$ cat src/rtl/hazard_pkg.sv
// Shared definitions for the pipeline hazard controller: FSM states,
// forwarding-select encodings and the forwarding priority helper.
package hazard_pkg;

  typedef enum logic [1:0] {
    ST_RUN      = 2'd0,
    ST_LU_STALL = 2'd1,
    ST_MISS     = 2'd2
  } hazard_state_e;

  localparam logic [1:0] FWD_REG = 2'd0;
  localparam logic [1:0] FWD_MEM = 2'd1;
  localparam logic [1:0] FWD_WB  = 2'd2;

  // Youngest producer wins: MEM result beats WB data; x0 is never forwarded.
  function automatic logic [1:0] fwd_sel(input logic [4:0] src,
                                         input logic [4:0] dst_m,
                                         input logic       we_m,
                                         input logic [4:0] dst_w,
                                         input logic       we_w);
    logic [1:0] sel;
    sel = FWD_REG;
    if (src != 5'd0) begin
      if (we_m && (dst_m == src)) begin
        sel = FWD_MEM;
      end else if (we_w && (dst_w == src)) begin
        sel = FWD_WB;
      end
    end
    return sel;
  endfunction

endpackage

$ cat src/rtl/hazard_perf_cnt.sv
// Free-running enable counter, wraps at 2^CNT_W.
// Ports: clk, rst (async, active-high), en_i (count this cycle), count_o.
module hazard_perf_cnt #(
  parameter int unsigned CNT_W = 32
) (
  input  logic             clk,
  input  logic             rst,
  input  logic             en_i,
  output logic [CNT_W-1:0] count_o
);

  logic [CNT_W-1:0] count_q;
  logic [CNT_W-1:0] count_d;

  always_comb begin
    count_d = count_q;
    if (en_i) begin
      count_d = count_q + CNT_W'(1);
    end
  end

  always_ff @(posedge clk or posedge rst) begin
    if (rst) begin
      count_q <= '0;
    end else begin
      count_q <= count_d;
    end
  end

  assign count_o = count_q;

endmodule

$ cat src/rtl/pipeline_hazard_ctrl.sv
// Hazard/sequencing controller for the 5-stage RV32 pipeline.
// Inputs: ID/EX/MEM/WB register ids and write enables, load flag in EX,
//   branch/jalr taken in EX, jal in ID, data-cache miss.
// Outputs: bubble*/flush* per segment register (combinational from state
//   and inputs), EX operand forwarding selects, stall/miss performance
//   counters and a sticky miss-timeout error flag.
module pipeline_hazard_ctrl
  import hazard_pkg::*;
#(
  parameter int unsigned MISS_TIMEOUT = 1024,
  parameter int unsigned CNT_W        = 32
) (
  input  logic             clk,
  input  logic             rst,
  input  logic [4:0]       reg1_srcD,
  input  logic [4:0]       reg2_srcD,
  input  logic [1:0]       reg_read_enD,
  input  logic [4:0]       reg1_srcE,
  input  logic [4:0]       reg2_srcE,
  input  logic [4:0]       reg_dstE,
  input  logic [4:0]       reg_dstM,
  input  logic [4:0]       reg_dstW,
  input  logic             reg_write_enE,
  input  logic             reg_write_enM,
  input  logic             reg_write_enW,
  input  logic             wb_selectE,
  input  logic             br_takenE,
  input  logic             jalD,
  input  logic             dcache_miss,
  output logic             bubbleF,
  output logic             bubbleD,
  output logic             bubbleE,
  output logic             bubbleM,
  output logic             bubbleW,
  output logic             flushF,
  output logic             flushD,
  output logic             flushE,
  output logic             flushM,
  output logic             flushW,
  output logic [1:0]       op1_sel,
  output logic [1:0]       op2_sel,
  output logic [CNT_W-1:0] stall_cycles,
  output logic [CNT_W-1:0] miss_cycles,
  output logic             err_timeout
);

  localparam int unsigned RUN_W = $clog2(MISS_TIMEOUT + 1);

  hazard_state_e    state_q, state_d;
  logic [RUN_W-1:0] run_q, run_d;
  logic             err_q, err_d;
  logic             load_use;

  // EX load feeds a source register the ID instruction actually reads.
  assign load_use = wb_selectE && reg_write_enE && (reg_dstE != 5'd0) &&
                    ((reg_read_enD[0] && (reg1_srcD == reg_dstE)) ||
                     (reg_read_enD[1] && (reg2_srcD == reg_dstE)));

  // Next state and pipeline controls; priority miss > branch > load-use > jal.
  always_comb begin
    state_d = ST_RUN;
    {bubbleF, bubbleD, bubbleE, bubbleM, bubbleW} = 5'b00000;
    {flushF, flushD, flushE, flushM, flushW}      = 5'b00000;
    op1_sel = FWD_REG;
    op2_sel = FWD_REG;
    if (rst) begin
      {flushF, flushD, flushE, flushM, flushW} = 5'b11111;
    end else begin
      op1_sel = fwd_sel(reg1_srcE, reg_dstM, reg_write_enM, reg_dstW, reg_write_enW);
      op2_sel = fwd_sel(reg2_srcE, reg_dstM, reg_write_enM, reg_dstW, reg_write_enW);
      if (dcache_miss) begin
        {bubbleF, bubbleD, bubbleE, bubbleM, bubbleW} = 5'b11111;
        state_d = ST_MISS;
      end else if (br_takenE) begin
        flushD = 1'b1;
        flushE = 1'b1;
      end else if (load_use && (state_q != ST_LU_STALL)) begin
        // The held pair is not stalled a second time.
        bubbleF = 1'b1;
        bubbleD = 1'b1;
        flushE  = 1'b1;
        state_d = ST_LU_STALL;
      end else if (jalD) begin
        flushD = 1'b1;
      end
    end
  end

  // Consecutive-miss run length, saturating at the timeout; err is sticky.
  always_comb begin
    run_d = '0;
    if (dcache_miss) begin
      run_d = (run_q == RUN_W'(MISS_TIMEOUT)) ? run_q : run_q + RUN_W'(1);
    end
    err_d = err_q || (run_d == RUN_W'(MISS_TIMEOUT));
  end

  always_ff @(posedge clk or posedge rst) begin
    if (rst) begin
      state_q <= ST_RUN;
      run_q   <= '0;
      err_q   <= 1'b0;
    end else begin
      state_q <= state_d;
      run_q   <= run_d;
      err_q   <= err_d;
    end
  end

  assign err_timeout = err_q;

  hazard_perf_cnt #(.CNT_W(CNT_W)) u_stall_cnt (
    .clk     (clk),
    .rst     (rst),
    .en_i    (bubbleF),
    .count_o (stall_cycles)
  );

  hazard_perf_cnt #(.CNT_W(CNT_W)) u_miss_cnt (
    .clk     (clk),
    .rst     (rst),
    .en_i    (dcache_miss),
    .count_o (miss_cycles)
  );

endmodule
$ cat config.mk
export PLATFORM = sky130hd
export DESIGN_NAME = pipeline_hazard_ctrl
export DESIGN_NICKNAME = d
export VERILOG_FILES = /design/src/rtl/hazard_pkg.sv /design/src/rtl/hazard_perf_cnt.sv /design/src/rtl/pipeline_hazard_ctrl.sv
export SDC_FILE = /design/constraint.sdc
export NUM_CORES = 1
export LEC_CHECK = 0
export ABC_AREA = 0
export BUFFER_PORTS_ARGS = -buffer_cell sky130_fd_sc_hd__buf_4
export CELL_PAD_IN_SITES_DETAIL_PLACEMENT = 1
export CELL_PAD_IN_SITES_GLOBAL_PLACEMENT = 1
export CORE_UTILIZATION = 35
export DETAILED_ROUTE_END_ITERATION = 16
export PLACE_DENSITY_LB_ADDON = 0.1
export SYNTH_ARGS = -nofsm -noshare
export SYNTH_HDL_FRONTEND = slang
export SYNTH_SLANG_ARGS = --single-unit
$ cat constraint.sdc
create_clock -name clk -period 3.4 [get_ports clk]
set_input_delay 0.85 -clock clk [delete_from_list [all_inputs] [get_ports clk]]
set_output_delay 0.85 -clock clk [all_outputs]
set_load 0.005 [all_outputs]
==> impl_results.md <==
- DP HPWL: around 8 mm
- DRT antenna net count: 0
- Yosys warning total: 0
- Outcome: completed
- Final Hold Viols: 0
- CP max FO: 3
- CTS buffer count: 9
- Antenna violations before repair: 0
- P per Cell Area: 468 nW/um^2
- Inserted Diodes: 0
- CTS Sinks: between 70 and 80
- Area Overhead vs Synth: 33.5%
- Die X: between 100 and 150 um
- CP delay by family, top: simple AND/OR/NAND/NOR gates
- Ys async rst share: between 90% and 100%
- Vias in the first global route: between 3000 and 4000
- Clock latency at the later pin of the worst-skew pair: between 0.3 and 0.4 ns
- Static leakage: 0.00259 uW
- WP data required: 2.55 ns
- RSZ-0062 raised after global routing: no
- GR Overflow Total: 0
- CP cell instances: buf_4, or4_1, nor2_1, nor2_1, and4_1, buf_4
- Headroom to the max-slew limit: 63.4%
- Sequential area share after synthesis: 47.4%
- Compound-gate portion of the synthesized area: 2.86%
- Share of cells above drive strength 1: 29.1%
- Period minus WS final: approximately 2.9 ns
- Cell variety after synth: 41
- Routed len/inst: 15.9 um
- CP Class: input port to output port
- Clk buf depth: 2
- Drt first pass iters: 4
- Clk_skew: around 0.0057 ns
- R2R setup slack: 1.23 ns
- Hold Path Class: flip-flop to flip-flop
- Chip height: 110 um
- F_max: about 350 MHz
- Die area: 12200 um^2
- Mapped cell area: between 4000 and 5000 um^2
- Tcrit/Tclk final: roughly 85%
- FF+latch count, synth: 78
- Syn Area/Cell: 10.2 um^2
- Largest net degree at the start of global routing: 43
- CTS tree: built
- Post-Route WL: around 11 mm
- Final Max Tran Viols: 0
- Hold Buf Count CTS: 0
- CTS root buf: clkbuf_16
- GRT Overall Usage: 18.8%
- Peak per-stage delay on the critical path: around 0.52 ns
- Detailed Route Iter0 Violations: 69
- Initial core utilization: 36.1%
- Buffers added on ports: 124
- Most used flip-flop cell after synthesis: dfrtp_1
- WP buf/inv: 2
- Worst-margin pin slew: 0.549 ns
- Main combinational cell family by area after synthesis: simple AND/OR/NAND/NOR gates
- Final weighted congestion in routability-driven placement: 0.786
- Post-synthesis xor/xnor area fraction: 21.1%
- Syn Inst Count: 405
- Via density: 5.01
- Synth Area in Adders: 1.22%
- Clock-pin slew on the worst setup and hold paths: 0.06 ns
- # Post-CTS Setup Buffers: 0
- Worst setup SP type: input port
- Post-synthesis net count: 455
- CP arrival: 2.05 ns
- Critical Path End Type: output port
- Mux share of post-synthesis cell area: less than 1%
- Fillcell total: roughly 1300
- Crit-path slowest cell: or4_1
- Max IR drop VDD: 401 uV
- Site Rows: 39
- H-tree lvl count: 3
- CORE AREA: roughly 11000 um^2
- Number of setup violations in the final report: 0
- Nets: ~580
- Post-CTS sizing: 0
- DRC violations left: 0
- Synth Area in Simple Gates: 24.0%
- Hold WS: 0.474 ns
- EDFF count, synth: 0
- First-pass GRT wire length: 18.5 mm
- Max_cap viols: 0
- Routed via count: 3417
- Final TNS setup: 0 ns
- IO Pins: 125
==> cells by family after synthesis <==
logic type	after synthesis
AOI/OAI and AO/OA	17
xor gates and xnor gates	99
adders and majority gates	4
buffers and inverters	24
DFF	78
muxes	2
and+or+nand+nor	181
==> where the power goes <==
part,internal [uW],switching (uW),leakage [uW]
sequential,1020,133,0.00102
clock,590,376,0.000144
combinational,265,187,0.00143
==> cells in the final DEF (no fill, tap or decap), drive strengths merged, types with 4 or more instances in the layout <==
master,n
and2,5
xnor2,59
and3,10
buf,131
clkbuf,13
nor3,16
dfrtp,78
and4,6
ha,4
nor2b,8
a21oi,5
inv,10
o21ai,4
nor2,27
nand4,20
nand2,35
xor2,40
nor4,15
nand3,26
==> sequential cells by signal, summed over array words and instances, names as in the netlist <==
register	count
run_q	11
state_q	2
u_miss_cnt.count_o	32
u_stall_cnt.count_o	32
err_timeout	1
==> worst paths after layout <==
kind / startpoint / endpoint / cells past startpoint
worst max-delay path: reg2_srcE[1] / op2_sel[1] / 6
worst min-delay path: u_stall_cnt.count_o[31]$_DFFE_PP0P_ / u_stall_cnt.count_o[31]$_DFFE_PP0P_ / 1
worst max register to register: u_stall_cnt.count_o[10]$_DFFE_PP0P_ / u_stall_cnt.count_o[29]$_DFFE_PP0P_ / 6
worst min register to register: u_stall_cnt.count_o[31]$_DFFE_PP0P_ / u_stall_cnt.count_o[31]$_DFFE_PP0P_ / 1
max in group asynchronous: rst / u_stall_cnt.count_o[15]$_DFFE_PP0P_ / 3
min in group asynchronous: rst / run_q[1]$_DFF_PP0_ / 3
==> layout make-up <==
class                      instances  area, um^2  share of cell area, %
clock buffer                      13         250                   4.55
clock inverter                     3        43.8                  0.796
inverter                          11        45.0                  0.819
multi-input combinational        303        2050                   37.2
sequential                        78        1950                   35.5
timing repair buffer             131         983                   17.9
tap                              143         179                   3.25
==> stage by stage <==
step / std cells / cell area, um^2 / power (uW) / setup slack [ns] / util [%]
final: 682 / 5500 / 2570 / 0.504 / 48.2
after global routing: 682 / 5500 / 2700 / 0.377 / 48.2
after global placement: 666 / 5200 / 1620 / 0.545 / 45.6
after floorplan: 405 / 4120 / 1360 / 0.287 / -
after CTS: 682 / 5500 / 2610 / 0.501 / 48.2
after detailed placement: 666 / 5200 / 1630 / 0.501 / 45.6
==> synth_stat cells (4+ instances only) <==
| library cell | n | area share, % |
|---|---|---|
| xnor2_1 | 59 | 13 |
| nor3_1 | 16 | 1.9 |
| nand3_1 | 25 | 3.0 |
| and4_1 | 6 | 1.3 |
| buf_4 | 7 | 1.3 |
| nand4_1 | 19 | 2.9 |
| a21oi_1 | 5 | 0.61 |
| nor2_1 | 27 | 2.5 |
| nor4_1 | 11 | 1.7 |
| xor2_1 | 40 | 8.5 |
| and3_1 | 10 | 1.5 |
| dfrtp_1 | 78 | 47 |
| o21ai_0 | 4 | 0.49 |
| and2_1 | 5 | 0.76 |
| ha_1 | 4 | 1.2 |
| nand2_1 | 35 | 3.2 |
| inv_1 | 10 | 0.91 |
| nor2b_1 | 8 | 1.2 |
| nor4_2 | 4 | 1.2 |
==> layer usage <==
| metal | track usage [%] | share of wire, % | up-vias |
|---|---|---|---|
| met4 | 7.56 | 1.8 | 0 |
| li1 | - | - | 1649 |
| met1 | 24.4 | 46 | 1693 |
| met2 | 30.9 | 49 | 60 |
| met5 | 0 | 0 | - |
| met3 | 3.35 | 3.4 | 15 |
Power figures use the tool's default switching activity.
